===== config.mk =====
export PLATFORM = sky130hd
export DESIGN_NAME = mem_port_arbiter
export DESIGN_NICKNAME = d
export VERILOG_FILES = /design/src/rtl/mem_arb_pkg.sv /design/src/rtl/mem_arb_run_ctr.sv /design/src/rtl/mem_port_arbiter.sv
export SDC_FILE = /design/constraint.sdc
export NUM_CORES = 1
export LEC_CHECK = 0
export ABC_CLOCK_PERIOD_IN_PS = 2700
export CORE_AREA = 8 8 108 110
export DETAILED_ROUTE_END_ITERATION = 6
export DIE_AREA = 0 0 116 118
export PLACE_DENSITY_LB_ADDON = 0.12
export REMOVE_ABC_BUFFERS = 1
export SETUP_SLACK_MARGIN = 0.05
export SYNTH_ARGS = -nofsm -noshare
export SYNTH_HDL_FRONTEND = slang
export SYNTH_SLANG_ARGS = --single-unit

===== constraint.sdc =====
create_clock -name clk -period 2.7 [get_ports clk]
set_clock_uncertainty 0.05 [all_clocks]
set_input_delay 0.54 -clock clk [delete_from_list [all_inputs] [get_ports clk]]
set_output_delay 0.54 -clock clk [all_outputs]
set_load 0.02 [all_outputs]

===== src/rtl/mem_arb_pkg.sv =====
// Shared types and constants for the memory port arbiters.
package mem_arb_pkg;

  localparam int unsigned MAX_DATA_RUN_DEF = 4;
  localparam int unsigned RUN_W            = 4;
  localparam int unsigned BE_W             = 4;
  localparam logic [BE_W-1:0] BE_ALL       = '1;

  // Tag naming which requester receives next-cycle read data
  typedef enum logic [1:0] {
    OWN_NONE = 2'd0,
    OWN_IF   = 2'd1,
    OWN_DR   = 2'd2
  } owner_e;

endpackage


===== src/rtl/mem_arb_run_ctr.sv =====
// Counts consecutive contested grants to the favoured requester and flags
// when the other requester must be forced through.
module mem_arb_run_ctr
  import mem_arb_pkg::*;
#(
  parameter int unsigned MAX_RUN = MAX_DATA_RUN_DEF
) (
  input  logic clk,
  input  logic reset,
  input  logic inc,
  input  logic clr,
  output logic force_fetch_c
);

  logic [RUN_W-1:0] run_q;

  // Run length register; clear has priority and the count stops at MAX_RUN
  always_ff @(posedge clk) begin
    if (reset) begin
      run_q <= '0;
    end else if (clr) begin
      run_q <= '0;
    end else if (inc && (run_q != RUN_W'(MAX_RUN))) begin
      run_q <= run_q + RUN_W'(1);
    end
  end

  assign force_fetch_c = (run_q == RUN_W'(MAX_RUN));

endmodule


===== src/rtl/mem_port_arbiter.sv =====
// Shares one single-port synchronous RAM between instruction fetch and
// load/store. Data wins by default; a run limit forces fetch through.
module mem_port_arbiter
  import mem_arb_pkg::*;
#(
  parameter int unsigned ADDR_W       = 32,
  parameter int unsigned DATA_W       = 32,
  parameter int unsigned MAX_DATA_RUN = MAX_DATA_RUN_DEF,
  parameter int unsigned CNT_W        = 16
) (
  input  logic                clk,
  input  logic                i_reset,
  input  logic                i_if_req,
  input  logic [ADDR_W-1:0]   i_if_addr,
  output logic                o_if_gnt,
  output logic                o_if_rvalid,
  output logic [DATA_W-1:0]   o_if_rdata,
  input  logic                i_d_req,
  input  logic                i_d_we,
  input  logic [ADDR_W-1:0]   i_d_addr,
  input  logic [DATA_W-1:0]   i_d_wdata,
  input  logic [DATA_W/8-1:0] i_d_be,
  output logic                o_d_gnt,
  output logic                o_d_rvalid,
  output logic [DATA_W-1:0]   o_d_rdata,
  output logic                o_mem_en,
  output logic                o_mem_we,
  output logic [DATA_W/8-1:0] o_mem_be,
  output logic [ADDR_W-1:0]   o_mem_addr,
  output logic [DATA_W-1:0]   o_mem_wdata,
  input  logic [DATA_W-1:0]   i_mem_rdata,
  output logic [CNT_W-1:0]    o_conflict_cnt
);

  owner_e owner_q, owner_d;
  logic              if_gnt_c, d_gnt_c, force_fetch_c;
  logic [ADDR_W-1:0] sel_addr_c;
  logic [CNT_W-1:0]  conflict_q;

  mem_arb_run_ctr #(.MAX_RUN(MAX_DATA_RUN)) u_run_ctr (
    .clk           (clk),
    .reset         (i_reset),
    .inc           (d_gnt_c & i_if_req),
    .clr           (if_gnt_c | ~i_if_req),
    .force_fetch_c (force_fetch_c)
  );

  // Grant selection: data favoured unless its contested run hit the limit
  always_comb begin
    if_gnt_c = 1'b0;
    d_gnt_c  = 1'b0;
    if (!i_reset) begin
      if (i_if_req && i_d_req) begin
        if (force_fetch_c) if_gnt_c = 1'b1;
        else               d_gnt_c  = 1'b1;
      end else if (i_if_req) begin
        if_gnt_c = 1'b1;
      end else if (i_d_req) begin
        d_gnt_c = 1'b1;
      end
    end
  end

  // RAM port mux from the winner; idle port keeps we/be low
  always_comb begin
    sel_addr_c  = i_d_addr;
    o_mem_we    = 1'b0;
    o_mem_be    = '0;
    o_mem_wdata = i_d_wdata;
    if (if_gnt_c) begin
      sel_addr_c = i_if_addr;
      o_mem_be   = BE_ALL;
    end else if (d_gnt_c) begin
      o_mem_we = i_d_we;
      o_mem_be = i_d_be;
    end
  end

  assign o_mem_addr = sel_addr_c & ~ADDR_W'(3);
  assign o_mem_en   = if_gnt_c | d_gnt_c;
  assign o_if_gnt   = if_gnt_c;
  assign o_d_gnt    = d_gnt_c;

  // Owner next state: a read grant tags next-cycle data, anything else clears
  always_comb begin
    owner_d = OWN_NONE;
    if (if_gnt_c)                owner_d = OWN_IF;
    else if (d_gnt_c && !i_d_we) owner_d = OWN_DR;
  end

  // Owner state register
  always_ff @(posedge clk) begin
    if (i_reset) owner_q <= OWN_NONE;
    else         owner_q <= owner_d;
  end

  // Read return is silenced while reset is held so an in-flight read is dropped
  assign o_if_rvalid = (owner_q == OWN_IF) & ~i_reset;
  assign o_d_rvalid  = (owner_q == OWN_DR) & ~i_reset;
  assign o_if_rdata  = i_mem_rdata;
  assign o_d_rdata   = i_mem_rdata;

  // Saturating count of cycles where both requesters asked
  always_ff @(posedge clk) begin
    if (i_reset) begin
      conflict_q <= '0;
    end else if (i_if_req && i_d_req && (conflict_q != '1)) begin
      conflict_q <= conflict_q + CNT_W'(1);
    end
  end

  assign o_conflict_cnt = conflict_q;

endmodule


-- Word level (Yosys, flattened, before mapping)
Index checks and enable logic that the tools add are counted.
- output and inout bits: 154
- register bits: 22
- bits in latches: 0
- memories: 0
- input bits: 137
- memory bits (read-only): 0
- logic and storage cells: 41
- memory bits (writable): 0
- order comparisons: 0
- multiply operators: 0
- reductions and logical operators: 7
- add/sub/neg operators: 2
- equality and inequality tests: 5
- bitwise operators: 7
- multiplexer cells: 16
- divide/modulo/power cells: 0
- shift operators: 0
- operators by type and width (kind ; number):
    $mux W32 ; 1
    $add A16 B1 Y16 const B ; 1
    $ne A16 B16 Y1 const B ; 1
    $mux W1 ; 12
    $mux W4 ; 2
    $add A4 B1 Y4 const B ; 1
    $eq A4 B3 Y1 const B ; 1
    $logic_and A1 B1 Y1 ; 4
    $ne A4 B3 Y1 const B ; 1
    $reduce_or A2 Y1 ; 2
    $and A1 B1 Y1 ; 3
    $eq A2 B1 Y1 const B ; 1
    $eq A2 B2 Y1 const B ; 1
    $mux W2 ; 1
    $not A1 Y1 ; 2
    $or A1 B1 Y1 ; 2
    $logic_not A1 Y1 ; 1

-- Logic depth before layout (Yosys ltp)
Gate-level depths: netlist of run 1.
- depth after elaboration: 7
- depth in mapped cells: 8
- depth with buffers taken out: 6

-- Modules after synthesis
Synthesis of run 1 repeated with hierarchy kept, for this count alone.
- cell total of the unflattened synthesis: 279
- area total of the unflattened synthesis: 2285.9 µm²
- modules (own cells, without submodules) (module ; seq. area each (µm²) ; cells an instance ; area each (µm²) ; times used):
    mem_port_arbiter ; 360.3 ; 254 ; 2057.0 ; 1
    mem_arb_run_ctr ; 80.1 ; 25 ; 229.0 ; 1

-- Least setup slack after synthesis of run 1
Ideal clock, no wire load.
- path kind: flip-flop to output port
- start: register u_run_ctr.run_q[0]
- end: output port o_mem_addr[27]
- stages on the path, launching flop included: 9
- arrival time: 1.743 ns
- slack: 0.367 ns
- path buffers: 2
- required time: 2.110 ns
- path through: dfxtp_1 inv_1 ha_1 and3b_1 nor2b_1 nor3b_1 buf_2 buf_2 mux2_2
- word-level cells in the longest chain between the ends: 5
- RTL lines (item ; line ; text):
    start, declared ; mem_arb_run_ctr.sv:15 ; logic [RUN_W-1:0] run_q;
    start signal, assigned ; mem_arb_run_ctr.sv:24 ; run_q <= run_q + RUN_W'(1);
    $eq A4 B3 Y1 ; mem_arb_run_ctr.sv:28 ; assign force_fetch_c = (run_q == RUN_W'(MAX_RUN));
    $mux W1 ; mem_port_arbiter.sv:54 ; if (force_fetch_c) if_gnt_c = 1'b1;
    $mux W1 ; mem_port_arbiter.sv:53 ; if (i_if_req && i_d_req) begin
    $mux W1 ; mem_port_arbiter.sv:52 ; if (!i_reset) begin
    net o_if_gnt ; mem_port_arbiter.sv:15 ; output logic o_if_gnt,
    $mux W32 ; mem_port_arbiter.sv:70 ; if (if_gnt_c) begin
    end, declared ; mem_port_arbiter.sv:29 ; output logic [ADDR_W-1:0] o_mem_addr,
The timed path passes the listed nets, and every way through them passes these cells.

-- Final worst setup path of run 1
- start: register u_run_ctr.run_q[0]
- end: output port o_mem_addr[24]
- word-level cells in the longest chain between the ends: 5
- RTL lines (item ; line):
    $eq A4 B3 Y1 ; mem_arb_run_ctr.sv:28
    $mux W1 ; mem_port_arbiter.sv:54
    $mux W1 ; mem_port_arbiter.sv:53
    $mux W1 ; mem_port_arbiter.sv:52
    $mux W32 ; mem_port_arbiter.sv:70
Every way passes these cells.

==> metrics.cfg, run 1 <==
[power_and_ir_drop]
leakagePower_nw = 1.38
ir_drop_mv = 0.144
powerDensity_nw_per_um2 = 286

[grt]
grt_pass1_wl_um = 19300
track_usage_pct = 20.5
antenna_found_initial = 1
grt_pass1_vias = 2330
grt_max_degree = 24
overflow = 0

[worst_setup_path]
cp_slowest_cell = dfxtp_2
cp-start-kind = flop
cp_top_family = buffers and inverters
critPathMaxFanout = 7
critPathKind = reg -> out
r2r-end = o_conflict_cnt[12]$_SDFFE_PP0P_
rr_worst_depth = 5
r2r_start = o_conflict_cnt[0]$_SDFFE_PP0P_
startpoint = u_run_ctr.run_q[0]$_SDFFE_PP0P_
crit_chain = inv_2 > ha_4 > and3b_2 > nor2b_4 > nor3b_4 > buf_6 > buf_12 > buf_6 > mux2_4 > buf_6
rrSetupSlack_ps = 620
cpPeakStageDelay_ps = 330
path_buf_inv = 5
worstPathArrival_ps = 2100
end_kind = output pin
critPathMostFrequentCell = buf_6
crit_required_ps = 2110

[drt]
wire_per_inst_um = 32.3
vias_per_cell = 4.72
vias = 2141
drc = 0
ant_nets = 0
first_iter_violations = 38
drt_wl_total_um = 14700
first_pass_iters = 4

[timing]
setup-violations-final = 0
clock.fmax_mhz = 371
drv_slew = 0
layout_min_cycle_time_ps = 2690
rsz0062_at_grt = yes
hold_viol = 0
fin_setup_tns_ps = 0
layout_worst_path_cycle_share_pct = 99.8

[layout]
nNetsFinal = 459
area_growth_pct = 50.3
drive_above_1_share_pct = 36.5
insertedDiodeCount = 0
fin_area_um2 = 3380
fillers = 1065

[synthesis]
synth_edf_count = 0
netlist_top_cells_count = buf_4, mux2_2, dfxtp_1
netlist_top_cells_area = buf_4, dfxtp_1, mux2_2
ys_ff_latch = 22
yosys_most_used_dff = dfxtp_1
yosysMostFrequentCell = buf_4
syn-cell-area_um2 = 2250
yosysWarnings = 0
synth_top_area_share_pct = 32.7
postSynthCellCount = 267
syn_area_per_cell_um2 = 8.42
yosysSeqAreaShare_pct = 19.6
synthArstFlopShare_pct = 0
yosysUniqueCellTypes = 38
yosys.area.top_type = buf_4

[clock_tree]
cts_buffer_depth = 2
htreeDepth = 1
clock-sinks = 22
cts_tree = built
postCtsHoldBufs = 0
cts.clk_slew.worst_paths_ps = 90
cts_buffers = 3
clock_latency_ps = 270
cts-root-buf = clkbuf_8

[placed_design]
dp_hpwl_um = 12900
port_buffers = 124
place.gp.congestion = 0.777
place_area_um2 = 3000

[floorplan]
design.core.area_um2 = 10000
io_pins = 291
die_width_um = 116
die_h_um = 118
rows = 37
initial_core_util_pct = 22.5
dieArea_um2 = 13700

[worst_hold_path]
min_to = u_run_ctr.run_q[3]$_SDFFE_PP0P_
min_from = u_run_ctr.run_q[3]$_SDFFE_PP0P_
hp-class = reg -> reg
whs_path_depth = 2

[flow_run]
maxCapViolCount = 0

[outcome]
status = completed

-- flip-flops by register name, summed over array words and instances, names as in the netlist --
| signal | flops |
|---|---|
| o_conflict_cnt | 16 |
| u_run_ctr.run_q | 4 |
| owner_q | 2 |
-- kinds of logic after synthesis --
kind of cell | Yosys count | synth area share, %
AOI/OAI and AO/OA | 28 | 7.80
xor gates and xnor gates | 2 | 0.780
adders and majority gates | 3 | 1.67
buffers and inverters | 111 | 35.2
DFF | 22 | 19.6
muxes | 34 | 17.0
other | 1 | 0.167
and+or+nand+nor | 66 | 17.8
-- worst max path at each step --
stage | to | cells after the start
6_report | o_mem_addr[24] | 10
5_1_grt | o_mem_addr[24] | 10
4_1_cts | o_mem_addr[3] | 11
3_5_place_dp | o_mem_addr[18] | 6
3_3_place_gp | o_mem_addr[18] | 6
2_1_floorplan | o_mem_addr[10] | 6
-- layout by cell type, fill, tap and decap left out, drive strengths merged, types with 2 or more instances in the layout --
cell | Yosys | routed
a21o | 4 | 4
a21oi | 11 | 11
a311oi | 2 | 2
and3b | 2 | 2
and4 | 2 | 2
buf | 103 | 60
clkbuf | 3 | 8
clkdlybuf4s50 | 0 | 81
conb | 1 | 2
dfxtp | 22 | 22
dlygate4sd2 | 0 | 6
ha | 3 | 3
inv | 5 | 5
mux2 | 33 | 33
nand2 | 4 | 4
nand2b | 3 | 3
nand3 | 7 | 7
nand4 | 6 | 6
nor2 | 12 | 12
nor2b | 5 | 5
nor3 | 6 | 6
nor3b | 5 | 5
nor4 | 2 | 2
o21ai | 4 | 4
o31ai | 4 | 4
or3 | 5 | 5
or4 | 5 | 5
-- metal layers --
layer	vias to the layer above	wire length, um	track usage [%]
met2	266	5500	26.9
met3	8	5060	33.5
li1	928	-	-
met4	4	43	2.11
met1	935	4010	15.5
met5	-	71	5.10
-- per-stage QoR --
stage / instances / hold slack, ps / total power, mW / utilization [%] / worst slack (ps)
floorplan: 162 / 380 / 0.458 / - / -2150
global placement: 435 / 442 / 0.677 / 30.0 / -472
detailed placement: 435 / 450 / 0.676 / 30.0 / -458
CTS: 452 / 461 / 0.969 / 33.0 / -105
global route: 454 / 495 / 1.01 / 33.8 / -107
finish: 454 / 463 / 0.967 / 33.8 / 5.39
-- layout make-up --
cell class	count	area [um2]	share of cell area, %
Multi-Input combinational cell	135	1150	34.2
Timing Repair Buffer	152	1540	45.5
Tap cell	136	170	5.04
Sequential cell	22	443	13.1
Clock buffer	4	55.1	1.63
Inverter	5	18.8	0.556
-- worst register-to-register path: stages, from the launching register on --
cell,delay (ps)
dfxtp_1,450
ha_1,260
nand3_1,220
nor3_1,390
nor3b_1,250
mux2_2,350
-- power breakdown --
part / leakage (nW) / switching [mW] / total, mW / internal (mW)
Clock: 0.0288 / 0.120 / 0.250 / 0.130
Sequential: 0.179 / 0.00363 / 0.331 / 0.328
Combinational: 1.18 / 0.150 / 0.386 / 0.236
Total: 1.38 / 0.273 / 0.967 / 0.694
-- what timing repair did --
| action | CTS | global route |
|---|---|---|
| endpoints found under the setup margin | 39 | 36 |
| setup buffers | 11 | 4 |
| gates cloned | 2 | 1 |
| resized for setup | 203 | 48 |
| pin swaps | 1 | 1 |
No activity file was read; power rests on OpenSTA's default activity.
==> run 2, diff against run 1 <==
--- a/config.mk
+++ b/config.mk
@@ -6,12 +6,13 @@
 export NUM_CORES = 1
 export LEC_CHECK = 0
 export ABC_CLOCK_PERIOD_IN_PS = 2700
-export CORE_AREA = 8 8 108 110
+export CORE_AREA = 8 8 106 108
 export DETAILED_ROUTE_END_ITERATION = 6
-export DIE_AREA = 0 0 116 118
-export PLACE_DENSITY_LB_ADDON = 0.12
+export DIE_AREA = 0 0 114 116
+export PLACE_DENSITY = 0.81
 export REMOVE_ABC_BUFFERS = 1
 export SETUP_SLACK_MARGIN = 0.05
 export SYNTH_ARGS = -nofsm -noshare
 export SYNTH_HDL_FRONTEND = slang
+export SYNTH_HIERARCHICAL = 1
 export SYNTH_SLANG_ARGS = --single-unit
==> constraint.sdc (replaced) <==
create_clock -name clk -period 2.7 [get_ports clk]
set_clock_uncertainty 0.05 [all_clocks]
set_input_delay 0.54 -clock clk [delete_from_list [all_inputs] [get_ports clk]]
set_output_delay 0.54 -clock clk [all_outputs]
set_load 0.01 [all_outputs]
==> run 2 against run 1 <==
  * Clock-buffer cell count stayed put
  * Hold slack better by 8.3 ps
  * Clock power is 2% lower
  * First-iteration DRC count grew to 2.7 times the previous value
  * Critical path depth is 1 lower
  * Critical endpoint is now o_mem_addr[23]
  * Highest routed layer unchanged
==> metrics.cfg, run 2 <==
[grt]
antenna_found_initial = 0  ; -1
grtUsageMet1_pct = 18.1  ; +2.6 points
track_usage_pct = 22.6  ; +2.1 points
grt_pass1_wl_um = 20400  ; +5.6%
grt-busiest-layer = met3
grt_max_degree = 19  ; -21%
use_met2_pct = 31.7  ; +4.8 points
overflow = 0  ; unchanged
grt_util_met3_pct = 33.0  ; -0.47 points
grt_pass1_vias = 2495  ; +7.1%

[drt]
wire_per_inst_um = 33.8  ; +4.6%
vias_per_cell = 4.99  ; +5.9%
vias = 2307  ; +7.8%
ant_nets = 0  ; unchanged
drt_wl_total_um = 15600  ; +6.5%
first_pass_iters = 4  ; unchanged
drc = 0  ; unchanged
first_iter_violations = 102  ; +170%

[layout]
area_growth_pct = 43.8
final_cell_mix = clkdlybuf4s50_1, buf_6, buf_4
nNetsFinal = 470  ; +2.4%
layout_commonest_cell = clkdlybuf4s50_1
largest_register_ff_count = 16  ; unchanged
drive_above_1_share_pct = 34.7  ; -1.8 points
multi_input_area_um2 = 1110  ; -3.7%
layout.cells.non_filler = 462  ; +1.8%
insertedDiodeCount = 0  ; unchanged
fillers = 999  ; -6.2%
regArea_um2 = 443  ; unchanged

[synthesis]
postSynthCellCount = 279  ; +4.5%
yosysWarnings = 6  ; +6
syn-cell-area_um2 = 2290  ; +1.7%
yosysMostFrequentCell = buf_4
yosys_most_used_dff = dfxtp_1
ys_ff_latch = 22  ; unchanged
syn_area_per_cell_um2 = 8.19  ; -2.6%
synth_top_area_share_pct = 32.2  ; -0.56 points
yosysSeqAreaShare_pct = 19.3  ; -0.33 points
synth_edf_count = 0  ; unchanged
netlist_top_cells_area = buf_4, dfxtp_1, mux2_2
synthArstFlopShare_pct = 0  ; unchanged
netlist_top_cells_count = buf_4, mux2_2, dfxtp_1
yosys.area.top_type = buf_4
yosysUniqueCellTypes = 41  ; +7.9%

[floorplan]
io_pins = 291  ; unchanged
rows = 36  ; -2.7%
initial_core_util_pct = 23.9  ; +1.5 points
design.core.area_um2 = 9550  ; -4.5%
die_width_um = 114  ; -1.7%
die_h_um = 116  ; -1.7%
dieArea_um2 = 13200  ; -3.4%

[placed_design]
preCtsSetupSlack_ps = -386  ; +72.0 ps
dp_hpwl_um = 13700  ; +6.0%
port_buffers = 124  ; unchanged
dp_cells = 445  ; +2.3%
place.gp.congestion = 0.824  ; +6.0%

[worst_setup_path]
worstPathArrival_ps = 2100  ; about the same
end_kind = output pin
critPathKind = reg -> out
critPathMaxFanout = 11  ; +4
cp-start-kind = flop
crit_required_ps = 2110  ; about the same

[timing]
layout_worst_path_cycle_share_pct = 99.7  ; about the same
rsz0062_at_grt = yes
hold_viol = 0  ; unchanged
worst_slack_ps = 7.03  ; +1.64 ps
maxSlewHeadroom_pct = 45.5
setup-violations-final = 0  ; unchanged
drv_slew = 0  ; unchanged
layout_min_cycle_time_ps = 2690  ; -1.64 ps
worst_pin_slew_ps = 812
clock.fmax_mhz = 371  ; about the same

[power_and_ir_drop]
powerDensity_nw_per_um2 = 278  ; -2.9%
seqPwrFrac_pct = 36.1  ; +1.8 points
leakagePower_nw = 1.33  ; -3.7%
power_frac_clock_pct = 26.7  ; +0.8 points
p_int_mw = 0.671  ; -3.3%
swShare_pct = 26.6  ; -1.7 points
p_switching_mw = 0.243  ; -11%
ir_drop_mv = 0.159  ; +10%
combPwrFrac_pct = 37.2  ; -2.7 points

[clock_tree]
cts_tree = built
postCtsHoldBufs = 0  ; unchanged
clock_latency_ps = 270  ; about the same
htreeDepth = 1  ; unchanged
cts-root-buf = clkbuf_8
cts_buffers = 3  ; unchanged
clock-sinks = 22  ; unchanged
cts.clk_slew.worst_paths_ps = 80  ; about the same
cts_buffer_depth = 2  ; unchanged

[outcome]
status = completed

[flow_run]
maxCapViolCount = 0  ; unchanged

[worst_hold_path]
hp-class = reg -> reg

run 2: changes by cell type after synthesis, sizes merged, moves of 4 or more:
cell	delta
nand2	+10
inv	+5
a21o	-4
nor2	-6
nand3	+4
nor2b	-5
run 2: layout make-up:
cell class / count / area share [%]
inverters: 10 / 1.14
flip-flops and latches: 22 / 13.5
multi-input cells: 140 / 33.8
well taps: 133 / 5.06
repair buffers: 153 / 44.9
clock buffers: 4 / 1.67
run 2: repair_timing:
| action | CTS | global route |
|---|---|---|
| setup buffers | 6 | 5 |
| pin swaps | 1 | 2 |
| gates cloned | 2 | 1 |
| resized for setup | 170 | 49 |
| endpoints found under the setup margin | 39 | 37 |
run 2: critical path, stage by stage, from the launching register on:
cell and delay (ps):
dfxtp_2 350, inv_2 50, ha_4 150, nand3b_1 130, inv_2 50, o211ai_1 250
buf_4 210, buf_8 150, mux2_2 350, buf_2 150
run 2: path summary, 6_finish.rpt:
path / from / endpoint / slack, ps / cells past startpoint
worst max-delay path: u_run_ctr/run_q[0]$_SDFFE_PP0P_ / o_mem_addr[23] / 7 / 9
worst min-delay path: o_conflict_cnt[11]$_SDFFE_PP0P_ / o_conflict_cnt[11]$_SDFFE_PP0P_ / 470 / 2
worst max register to register: u_run_ctr/run_q[0]$_SDFFE_PP0P_ / u_run_ctr/run_q[3]$_SDFFE_PP0P_ / 320 / 13
worst min register to register: o_conflict_cnt[11]$_SDFFE_PP0P_ / o_conflict_cnt[11]$_SDFFE_PP0P_ / 470 / 2
run 2: through the flow:
stage	hold slack [ps]	total power, mW	util [%]	setup TNS (ps)	cell area (um2)
6_report	472	0.914	34.4	0	3290
5_1_grt	505	0.956	34.4	-1110	3290
4_1_cts	474	0.904	33.4	-18.6	3190
3_5_place_dp	460	0.650	31.8	-11660	3040
3_3_place_gp	448	0.647	31.8	-10950	3040
2_1_floorplan	434	0.423	-	-34880	1510
run 2: power by group through the flow:
stage / clock [mW] / sequential, mW / combinational [mW]
after CTS: 0.254 / 0.330 / 0.320
final: 0.244 / 0.330 / 0.340
after detailed placement: 0 / 0.337 / 0.313
after global placement: 0 / 0.337 / 0.309
after global routing: 0.266 / 0.331 / 0.360
after floorplan: 0 / 0.338 / 0.0851
run 2: cell families (layout without fill, tap and decap cells):
logic type,Yosys count,count (layout),share of synthesized area (%)
AOI/OAI and AO/OA,38,38,11.2
adders and majority gates,3,3,1.64
buffers and inverters,118,167,35.7
DFF,22,22,19.3
muxes,30,30,14.8
other,1,2,0.164
and+or+nand+nor,67,67,17.2
run 2: routing by layer:
metal,part of all wire [%],routed length (um)
met5,0.42,66
met4,0.38,60
met3,32,4970
met2,39,6110
met1,28,4430
==> run 3, diff against run 2 <==
--- a/config.mk
+++ b/config.mk
@@ -5,11 +5,11 @@
 export SDC_FILE = /design/constraint.sdc
 export NUM_CORES = 1
 export LEC_CHECK = 0
-export ABC_CLOCK_PERIOD_IN_PS = 2700
-export CORE_AREA = 8 8 106 108
+export ABC_CLOCK_PERIOD_IN_PS = 3500
+export CORE_AREA = 8 8 105 107
 export DETAILED_ROUTE_END_ITERATION = 6
-export DIE_AREA = 0 0 114 116
-export PLACE_DENSITY = 0.81
+export DIE_AREA = 0 0 113 115
+export PLACE_DENSITY = 0.82
 export REMOVE_ABC_BUFFERS = 1
 export SETUP_SLACK_MARGIN = 0.05
 export SYNTH_ARGS = -nofsm -noshare
==> constraint.sdc (replaced) <==
create_clock -name clk -period 3.5 [get_ports clk]
set_clock_uncertainty 0.05 [all_clocks]
set_input_delay 0.7 -clock clk [delete_from_list [all_inputs] [get_ports clk]]
set_output_delay 0.7 -clock clk [all_outputs]
set_load 0.01 [all_outputs]
==> run 3 against run 2 <==
  * Cell area decreased by 6.0%
  * Final cell count decreased by 7.8%
  * Critical path depth decreased by 1
  * Hold slack improved by 7.3 ps
  * Wire length shrank 4.1%
  * Die area down 1.7%
  * Sequential power shrank 23%
  * Critical endpoint is now o_mem_addr[28]
  * Largest cell class unchanged
  * Highest routed layer is now met4
==> metrics.cfg, run 3 (synthesis gave the netlist of run 2 again) <==
[outcome]
status = completed

[placed_design]
place_area_um2 = 2970  ; -2.3%
preCtsSetupSlack_ps = 52.6  ; +439 ps
place.gp.congestion = 0.839  ; +1.8%
port_buffers = 124  ; unchanged
dp_hpwl_um = 13200  ; -3.4%
dp_cells = 418  ; -6.1%

[drt]
first_pass_iters = 4  ; unchanged
ant_nets = 0  ; unchanged
vias = 2269  ; -1.6%
wire_per_inst_um = 35.2  ; +4.0%
drt_wl_total_um = 15000  ; -4.1%
vias_per_cell = 5.33  ; +6.7%
drc = 0  ; unchanged
first_iter_violations = 61  ; -40%

[worst_setup_path]
r2r-end = u_run_ctr/run_q[3]$_SDFFE_PP0P_
critPathMaxFanout = 9  ; -2
crit_required_ps = 2750  ; +640 ps
startpoint = i_reset
end_kind = output pin
path_buf_inv = 6  ; +1
crit_cells = 8  ; -1
cpPeakStageDelay_ps = 500  ; +150 ps
cp-start-kind = input pin
rrSetupSlack_ps = 1220  ; +900 ps
crit_chain = clkdlybuf4s50_1 > inv_1 > o211ai_1 > buf_4 > buf_4 > buf_6 > mux2_2 > clkdlybuf4s50_1
worstPathArrival_ps = 2660  ; +560 ps
cp_top_family = buffers and inverters
cp_slowest_cell = clkdlybuf4s50_1
critPathKind = in -> out
r2r_start = u_run_ctr/run_q[1]$_SDFFE_PP0P_
rr_worst_depth = 10  ; -3

[timing]
hold_viol = 0  ; unchanged
clock.fmax_mhz = 293
maxSlewHeadroom_pct = 44.1  ; -1.4 points
hold_ws_ps = 479  ; +7.30 ps
drv_slew = 0  ; unchanged
worst_slack_ps = 90.6  ; +83.6 ps
worst_pin_slew_ps = 832  ; +20.4 ps
layout_min_cycle_time_ps = 3410
layout_worst_path_cycle_share_pct = 97.4
rsz0062_at_grt = no
setup-violations-final = 0  ; unchanged

[power_and_ir_drop]
leakagePower_nw = 1.17  ; -12%
ir_drop_mv = 0.140  ; -12%
finalPower_mw = 0.651  ; -29%
powerDensity_nw_per_um2 = 211  ; -24%

[grt]
grt_max_degree = 39  ; +20
grt_pass1_vias = 2279  ; -8.7%
grt_pass1_wl_um = 19100  ; -6.5%
overflow = 0  ; unchanged
antenna_found_initial = 0  ; unchanged
track_usage_pct = 21.5  ; -1.1 points

[clock_tree]
postCtsHoldBufs = 0  ; unchanged
cts.clk_slew.worst_paths_ps = 80  ; about the same
clock-sinks = 22  ; unchanged
cts_tree = built
cts_buffer_depth = 2  ; unchanged
cts_buffers = 3  ; unchanged
clock_latency_ps = 260  ; about the same
htreeDepth = 1  ; unchanged
cts-root-buf = clkbuf_8

[layout]
nNetsFinal = 454  ; -3.4%
layout.cells.non_filler = 426  ; -7.8%
largest_register_ff_count = 16  ; unchanged
fin_area_um2 = 3090  ; -6.0%
final_cell_mix = clkdlybuf4s50_1, mux2_2, dfxtp_1
fillers = 966  ; -3.3%
drive_above_1_share_pct = 17.6  ; -17 points
area_growth_pct = 35.2
layout_commonest_cell = clkdlybuf4s50_1
insertedDiodeCount = 0  ; unchanged

[floorplan]
die_h_um = 115  ; -0.86%
die_width_um = 113  ; -0.88%
io_pins = 291  ; unchanged
design.core.area_um2 = 9460  ; -0.94%
dieArea_um2 = 13000  ; -1.7%
rows = 36  ; unchanged
initial_core_util_pct = 24.2  ; +0.23 points

[worst_hold_path]
min_to = o_conflict_cnt[11]$_SDFFE_PP0P_
min_from = o_conflict_cnt[11]$_SDFFE_PP0P_
hp-class = reg -> reg
whs_path_depth = 2  ; unchanged

[flow_run]
maxCapViolCount = 0  ; unchanged

==> run 3: tightest hold or removal path, delay by kind of cell (launching register included) <==
| kind | cells | cell delay, ps |
|---|---|---|
| AO/OA/AOI/OAI | 2 | 140 |
| flip-flops | 1 | 350 |
==> run 3: worst max path at each step <==
stage / endpoint / slack [ps]
after detailed placement: o_mem_addr[26] / 50
after CTS: o_mem_addr[26] / 50
after global placement: o_mem_addr[22] / 60
final: o_mem_addr[28] / 90
after floorplan: o_mem_addr[10] / -290
after global routing: o_mem_addr[19] / 30
==> run 3: power breakdown <==
part,internal [mW],switching (mW)
combinational,0.154,0.0850
clock,0.0768,0.0803
sequential,0.252,0.00226
total,0.483,0.168
==> run 3: layout make-up <==
type / instances / area, um2 / area share [%]
Inverter: 10 / 37.5 / 1.21
Tap cell: 114 / 143 / 4.61
Timing Repair Buffer: 137 / 1400 / 45.1
Multi-Input combinational cell: 140 / 1030 / 33.4
Clock buffer: 3 / 41.3 / 1.34
Sequential cell: 22 / 442 / 14.3
==> run 3: per-layer routing <==
layer  global-route usage (%)  wire length [um]  vias up
met5                     3.13                 0        -
met2                     29.7              5900      327
met3                     34.1              4900       10
li1                         -                 -      946
met4                     1.33                90        0
met1                     16.1              4100      986
==> run 3: metrics by stage <==
stage	TNS (ps)	utilization [%]
floorplan	-9180	-
global placement	0	31.4
detailed placement	0	31.4
CTS	0	31.8
global route	0	32.7
finish	0	32.7
==> run 3: repair_timing <==
action / 4_1_cts / 5_1_grt
resized for setup: 0 / 14
setup buffers: 0 / 3
endpoints found under the setup margin: 1 / 11
gates cloned: 0 / 2
